## src/rtl/rotary_encoder_event_arbiter.sv

```systemverilog
// rotary_encoder_event_arbiter
//   Gathers step pulses from several rotary encoder cores into per-channel
//   saturating signed accumulators and drains them, one channel at a time,
//   round-robin onto a single valid/ready event stream.
//
// Ports
//   clk, rst_n          clock, asynchronous active-low reset
//   enc_valid_change[N] one-cycle step pulse per channel
//   enc_direction[N]    1 = +1 step, 0 = -1 step (valid with the pulse)
//   evt_valid/evt_ready event handshake
//   evt_id              channel of the presented event
//   evt_delta           signed net step count of the event (never 0 while valid)
//   clear_overflow[N]   per-channel clear of the sticky overflow flag
//   overflow[N]         sticky saturation flag per channel

// Per-channel accumulator with saturation and sticky overflow.
module rotary_encoder_event_arbiter_ch #(
  parameter int W = 8
) (
  input  logic         clk,
  input  logic         rst_n,
  input  logic         i_pulse,
  input  logic         i_dir,
  input  logic         i_grant,
  input  logic         i_clr_ovf,
  output logic [W-1:0] o_acc,
  output logic         o_ovf
);
  localparam logic [W-1:0] ACC_MAX = {1'b0, {(W-1){1'b1}}};
  localparam logic [W-1:0] ACC_MIN = {1'b1, {(W-1){1'b0}}};
  localparam logic [W-1:0] ONE     = {{(W-1){1'b0}}, 1'b1};

  logic [W-1:0] r_acc;
  logic [W-1:0] w_acc_nxt;
  logic         r_ovf;
  logic         w_sat;

  // A grant empties the accumulator; a pulse in the same cycle then starts
  // from zero, so it can never saturate and is never lost.
  always_comb begin
    w_sat     = 1'b0;
    w_acc_nxt = i_grant ? '0 : r_acc;
    if (i_pulse) begin
      if (!i_grant && i_dir && (r_acc == ACC_MAX))
        w_sat = 1'b1;
      else if (!i_grant && !i_dir && (r_acc == ACC_MIN))
        w_sat = 1'b1;
      else
        w_acc_nxt = i_dir ? (w_acc_nxt + ONE) : (w_acc_nxt - ONE);
    end
  end

  always_ff @(posedge clk or negedge rst_n) begin
    if (!rst_n) begin
      r_acc <= '0;
      r_ovf <= 1'b0;
    end else begin
      r_acc <= w_acc_nxt;
      // set beats clear
      if (w_sat)          r_ovf <= 1'b1;
      else if (i_clr_ovf) r_ovf <= 1'b0;
    end
  end

  assign o_acc = r_acc;
  assign o_ovf = r_ovf;
endmodule

module rotary_encoder_event_arbiter #(
  parameter  int NR_OF_ENCODERS_P = 4,
  parameter  int DELTA_WIDTH_P    = 8,
  localparam int ID_WIDTH_P       = $clog2(NR_OF_ENCODERS_P)
) (
  input  logic                        clk,
  input  logic                        rst_n,
  input  logic [NR_OF_ENCODERS_P-1:0] enc_valid_change,
  input  logic [NR_OF_ENCODERS_P-1:0] enc_direction,
  output logic                        evt_valid,
  input  logic                        evt_ready,
  output logic [ID_WIDTH_P-1:0]       evt_id,
  output logic [DELTA_WIDTH_P-1:0]    evt_delta,
  input  logic [NR_OF_ENCODERS_P-1:0] clear_overflow,
  output logic [NR_OF_ENCODERS_P-1:0] overflow
);
  localparam int N  = NR_OF_ENCODERS_P;
  localparam int W  = DELTA_WIDTH_P;
  localparam int IW = ID_WIDTH_P;

  typedef enum logic {IDLE_E, PRESENT_E} state_t;

  state_t                r_state, w_state_nxt;
  logic [N-1:0][W-1:0]   w_acc;
  logic [N-1:0]          w_cand;
  logic [N-1:0]          w_grant;
  logic [IW-1:0]         r_rr_ptr;
  logic [IW-1:0]         w_gnt_id;
  logic [IW:0]           w_sum;
  logic [IW:0]           w_rr_sum;
  logic                  w_found;
  logic                  w_grant_en;
  logic                  w_evt_valid;
  logic [IW-1:0]         r_evt_id;
  logic [W-1:0]          r_evt_delta;

  for (genvar i = 0; i < N; i++) begin : g_ch
    rotary_encoder_event_arbiter_ch #(.W(W)) u_ch (
      .clk       (clk),
      .rst_n     (rst_n),
      .i_pulse   (enc_valid_change[i]),
      .i_dir     (enc_direction[i]),
      .i_grant   (w_grant[i]),
      .i_clr_ovf (clear_overflow[i]),
      .o_acc     (w_acc[i]),
      .o_ovf     (overflow[i])
    );
    assign w_cand[i]  = |w_acc[i];
    assign w_grant[i] = w_grant_en && (w_gnt_id == IW'(i));
  end

  // Round-robin: first nonzero accumulator at or after r_rr_ptr, wrapping.
  // rr_ptr + k < 2N, so one conditional subtract is enough for the modulo.
  always_comb begin
    w_found  = 1'b0;
    w_gnt_id = '0;
    w_sum    = '0;
    for (int k = 0; k < N; k++) begin
      w_sum = {1'b0, r_rr_ptr} + (IW+1)'(k);
      if (w_sum >= (IW+1)'(N)) w_sum = w_sum - (IW+1)'(N);
      if (!w_found && w_cand[w_sum[IW-1:0]]) begin
        w_found  = 1'b1;
        w_gnt_id = w_sum[IW-1:0];
      end
    end
  end

  always_comb begin
    w_rr_sum = {1'b0, w_gnt_id} + (IW+1)'(1);
    if (w_rr_sum >= (IW+1)'(N)) w_rr_sum = '0;
  end

  always_comb begin
    w_state_nxt = r_state;
    w_grant_en  = 1'b0;
    w_evt_valid = 1'b0;
    case (r_state)
      IDLE_E: begin
        if (w_found) begin
          w_grant_en  = 1'b1;
          w_state_nxt = PRESENT_E;
        end
      end
      PRESENT_E: begin
        w_evt_valid = 1'b1;
        // accept with another candidate ready: regrant without a bubble
        if (evt_ready) begin
          if (w_found) w_grant_en  = 1'b1;
          else         w_state_nxt = IDLE_E;
        end
      end
      default: begin
        w_state_nxt = IDLE_E;
        w_evt_valid = 1'b0;
      end
    endcase
  end

  always_ff @(posedge clk or negedge rst_n) begin
    if (!rst_n) begin
      r_state     <= IDLE_E;
      r_rr_ptr    <= '0;
      r_evt_id    <= '0;
      r_evt_delta <= '0;
    end else begin
      r_state <= w_state_nxt;
      if (w_grant_en) begin
        r_evt_id    <= w_gnt_id;
        r_evt_delta <= w_acc[w_gnt_id];   // pre-pulse value on collision
        r_rr_ptr    <= w_rr_sum[IW-1:0];
      end
    end
  end

  assign evt_valid = w_evt_valid;
  assign evt_id    = r_evt_id;
  assign evt_delta = r_evt_delta;
endmodule

```

## config.mk

```make
export PLATFORM = sky130hd
export DESIGN_NAME = rotary_encoder_event_arbiter
export DESIGN_NICKNAME = d
export VERILOG_FILES = /design/src/rtl/rotary_encoder_event_arbiter.sv
export SDC_FILE = /design/constraint.sdc
export NUM_CORES = 1
export LEC_CHECK = 0
export CORE_MARGIN = 3
export CORE_UTILIZATION = 35
export CTS_BUF_LIST = sky130_fd_sc_hd__clkbuf_2 sky130_fd_sc_hd__clkbuf_4 sky130_fd_sc_hd__clkbuf_8
export DETAILED_ROUTE_END_ITERATION = 10
export HOLD_SLACK_MARGIN = 0.15
export PLACE_DENSITY_LB_ADDON = 0.3
export SLEW_MARGIN = 40
export SYNTH_ARGS = -nofsm -noshare
export SYNTH_HDL_FRONTEND = slang
export SYNTH_HIERARCHICAL = 1
export SYNTH_SLANG_ARGS = --single-unit
export TNS_END_PERCENT = 100
```

## constraint.sdc

```tcl
create_clock -name clk -period 3.95 [get_ports clk]
set_input_delay 0.79 -clock clk [delete_from_list [all_inputs] [get_ports clk]]
set_output_delay 0.79 -clock clk [all_outputs]
set_load 0.02 [all_outputs]
```

==> results.md, run 1 <==
* Io pins at 30
* Placed Instance Area at 4460 µm²
* Number of library cell types mapped by synthesis at 43
* Post-route total power at 0.00370 W
* Global-route wire length before repair at 15,300 µm
* Net Switching at 0.00158 W
* Number of enable flip-flop cells after synthesis at 0
* Number of antenna violations at the first check in global routing at 0
* Area grow syn2layout at 14.7%
* Portion of the clock cycle consumed by the worst path in the final layout at 92.4%
* Number of instances in the synthesized netlist at 377
* Vias post-DR at 2,931
* Syn_area_per_cell at 10.5 µm²
* Netlist Area Pre-Place at 3970 µm²
* Power share of the sequential group at 27.4%
* Placement row count at 38
* Unrepaired setup endpoints after global routing: false
* Top achievable clock speed at 274 MHz
* Most frequent cell after synthesis: dfrtp_1
* Leakage power total at 2.01 nW
* Port-buffer cells at 29
* Post-synthesis sequential area ratio at 30.9%
* CTS H-tree depth at 2
* Number of global-route vias before repair at 3,100
* Area share of fa/ha/maj cells after synthesis at about 11%
* Setup clock skew after layout at 0.00596 ns
* # Post-CTS Setup Buffers at 0
* Clock transition at the register clock pins on the worst setup and hold paths after CTS at about 0.090 ns
* Cell area power density at between 800 and 900 nW/µm²
* Final routed wirelength across all metal layers at 8730 µm
* Area leader, netlist: dfrtp_1
* Internal Dissipation at 0.00212 W
* Setup violations, final at 0
* Number of detailed-route iterations in the first pass at 4
* Endpoint of the worst register-to-register path: g_ch[1].u_ch/o_acc[6]$_DFF_PN0_
* Total of max-cap violations at 0
* Largest voltage drop on the vdd net at about 0.28 mV
* HPWL reported at the end of detailed placement at between 6000 and 7000 µm
* Type of origin of the critical path: flip-flop
* Starting density of the core at 36.1%
* Horizontal extent of the die at 113 µm
* Worst hold-check slack at ~0.44 ns
* Number of nets in the final layout at approximately 470
* Portion of netlist area occupied by mux cells at 12.9%
* Ratio of cells with drive above 1 in the final layout at about a quarter
* Combinational fraction of design power at 65.0%
* Slew HR at 66.8%
* Pins Over Slew Limit at 0
* Fraction of the mapped netlist area in compound gates at 11.8%
* Count of inserted antenna diode cells at 0
* Crit path required time at 4.12 ns
* Net Count, Synth at 425
* Nature of the critical path endpoint: flip-flop
* Total routing resource utilization after global routing at 14.5%
* Via count normalized by instance count at around 5.2
* Yosys warning total at 6
* Number of design rule violations left after detail routing at 0
* Critical-path maximum fanout at 9
* Data arrival time of the critical path at 3.82 ns
* Switching power share of the total at 42.7%
* Area inside the core boundary at 11,000 µm²
* Number of buffers created by CTS at 5
* Worst Path Class, Setup: reg -> reg
* Detail-routed net length per standard cell at between 15 and 20 µm
* Setup TNS after final layout at 0 ns
* Layout filler cell count at 1,069
* List of most frequent post-synthesis cells: dfrtp_1, nand2_1, ha_1
* Run status: finished clean
* Top cells by area in the synthesized netlist: dfrtp_1, ha_1, mux2_4, and2b_2, mux2i_1
* Biggest cell delay along the critical path at 0.58 ns
* CTS tree: yes
* Die boundary height at 113 µm
* Insertion delay to the later sink of the worst-skew pair at about 0.30 ns
* Leading register cell type out of synthesis: dfrtp_1
* Routability-driven placement congestion ratio at 0.810
* Clock network fraction of design power at 7.6%
* Worst Reg2Reg Path Length in Cells at 15
* Die Footprint at around 13,000 µm²
* End-of-flow core utilization at 41.4%
* 1st-iter DRT viols at 134
* CP Cell Sequence: or4_1 > nor2_1 > o211ai_1 > nand3_2 > ha_1 > inv_1 > nor2_1 > buf_4 > and2b_2 > fa_1 > a21oi_1 > o211ai_1 > a21oi_1 > xor2_1 > mux2i_1
* Worst hold-check path type: in -> async
* Setup slack, reg-to-reg at 0.30 ns
* Slew at the pin closest to its max-slew limit at 0.497 ns
* Portion of synthesized cell area occupied by the leading cell type at between 30% and 40%
* Synthesized-area fraction occupied by xor and xnor cells at 6.18%
* Max Buffers Root-to-Sink at 2
* Async set or reset register ratio after synthesis at between 90% and 100%
* Finished layout cell area at roughly 4600 µm²
* Residual antenna-violating net count after detailed routing at 0
* Number of storage elements in the synthesis netlist at 49
* Final hold viol count at 0
* Launch point of the worst reg-to-reg path: g_ch[3].u_ch/o_acc[5]$_DFF_PN0_
* Share of synthesized cell area in and, or, nand and nor gates at 23.1%
* Pin count of the biggest net entering global routing at 31
* Sink Count at 49
* Crit path time final at 3.65 ns
* Combinational family with the most area after synthesis: simple AND/OR/NAND/NOR gates
* Clock Tree Root: clkbuf_8
* Cell with the biggest individual delay on the critical path: or4_1
* Total congestion overflow at 0
[worst max path at each step]
stage	slack, ns	end	from	cells after the start
global placement	0.09	g_ch[2].u_ch/o_acc[7]$_DFF_PN0_	evt_ready	12
CTS	0.19	g_ch[1].u_ch/o_acc[6]$_DFF_PN0_	g_ch[3].u_ch/o_acc[5]$_DFF_PN0_	15
global route	0.03	g_ch[1].u_ch/o_acc[6]$_DFF_PN0_	g_ch[3].u_ch/o_acc[1]$_DFF_PN0_	15
finish	0.30	g_ch[1].u_ch/o_acc[6]$_DFF_PN0_	g_ch[3].u_ch/o_acc[5]$_DFF_PN0_	15
floorplan	0.44	g_ch[0].u_ch/o_acc[5]$_DFF_PN0_	g_ch[3].u_ch/o_acc[5]$_DFF_PN0_	14
detailed placement	0.07	g_ch[0].u_ch/o_acc[7]$_DFF_PN0_	evt_ready	12
[repair_timing]
action,in CTS,in global routing
hold buffers,0,0
gates resized for setup,0,3
setup endpoints to repair,0,10
[layout make-up]
| type | instances | area (µm²) | area share [%] |
|---|---|---|---|
| clock buffers | 5 | 68.8 | 1.51 |
| clock inverters | 1 | 5.00 | 0.110 |
| inverters | 18 | 67.6 | 1.48 |
| multi-input cells | 301 | 2600 | 57.2 |
| flip-flops and latches | 49 | 1230 | 26.9 |
| well taps | 140 | 175 | 3.85 |
| repair buffers | 45 | 405 | 8.91 |
[sequential cells by signal (all words and copies together) (netlist names)]
signal,count
evt_delta,8
evt_id,2
g_ch.u_ch/o_ovf,4
r_state,1
r_rr_ptr,2
g_ch.u_ch/o_acc,32
[cell usage in the layout, fill, tap and decap left out, types with 4 or more instances in the layout]
cell type        synthesis  routed
dfrtp_1                 49      49
nand2_1                 32      32
ha_1                    29      29
and2b_2                 28      28
clkdlybuf4s50_1          0      28
a21oi_1                 22      22
mux2i_1                 20      20
mux2_4                  20      20
inv_1                   18      18
xor2_1                  16      16
buf_4                    3      16
o21ai_0                 15      15
xnor2_1                 12      12
nor4_1                  12      10
o221ai_2                 8       8
nand4b_1                 8       8
nor2_1                   6       6
o211ai_1                 6       6
nor3_1                   6       6
nand3_1                  6       5
clkbuf_8                 0       5
nor4_2                   2       4
nand2b_4                 4       4
nand4_1                  4       4
or3_4                    4       4
and3_1                   4       4
and2_1                   4       4
nor2b_1                  4       4
a211oi_1                 4       4
o21a_1                   4       4
a22o_1                   4       4
fa_1                     4       4
[logic make-up (layout without fill, tap and decap cells)]
group                    count (synthesis)  after routing
AO/OA/AOI/OAI                           66             66
XOR/XNOR                                28             28
adder cells (fa/ha/maj)                 33             33
buffers and inverters                   27             69
flip-flops                              49             49
multiplexers                            41             41
AND/OR/NAND/NOR                        133            133
[metrics by stage]
stage | cells | worst slack, ns
2_1_floorplan | 377 | 0.438
3_3_place_gp | 553 | 0.0852
3_5_place_dp | 553 | 0.0673
4_1_cts | 559 | 0.185
5_1_grt | 559 | 0.0293
6_report | 559 | 0.299
[power groups by stage]
stage	Sequential [W]	Clock, W	Combinational, W
3_3_place_gp	0.00102	0	0.00235
4_1_cts	0.00101	0.000292	0.00242
5_1_grt	0.00105	0.000312	0.00267
2_1_floorplan	0.00101	0	0.00180
3_5_place_dp	0.00102	0	0.00242
6_report	0.00101	0.000281	0.00240
[critical path, delay by kind of cell (launching register included)]
kind | cells | cell delay (ns)
AND/OR/NAND/NOR | 5 | 1.35
adder cells (fa/ha/maj) | 2 | 0.58
XOR/XNOR | 1 | 0.16
buffers and inverters | 2 | 0.21
multiplexers | 1 | 0.09
AO/OA/AOI/OAI | 4 | 0.73
flip-flops | 1 | 0.39
[metal layers]
| metal | wire length, µm | vias up | GRT usage, % |
|---|---|---|---|
| li1 | - | 1453 | - |
| met1 | 4310 | 1437 | 20.5 |
| met2 | 4100 | 34 | 23.5 |
| met3 | 213 | 7 | 1.99 |
| met4 | 102 | 0 | 3.37 |
| met5 | 0 | - | 0 |
(Power assumes the default switching activity.)
==> run 2, diff against run 1 <==
- GPL_ROUTABILITY_DRIVEN: unset -> 0
==> results of run 2 <==
The final DEF is identical to that of run 1; final timing and power are the same.
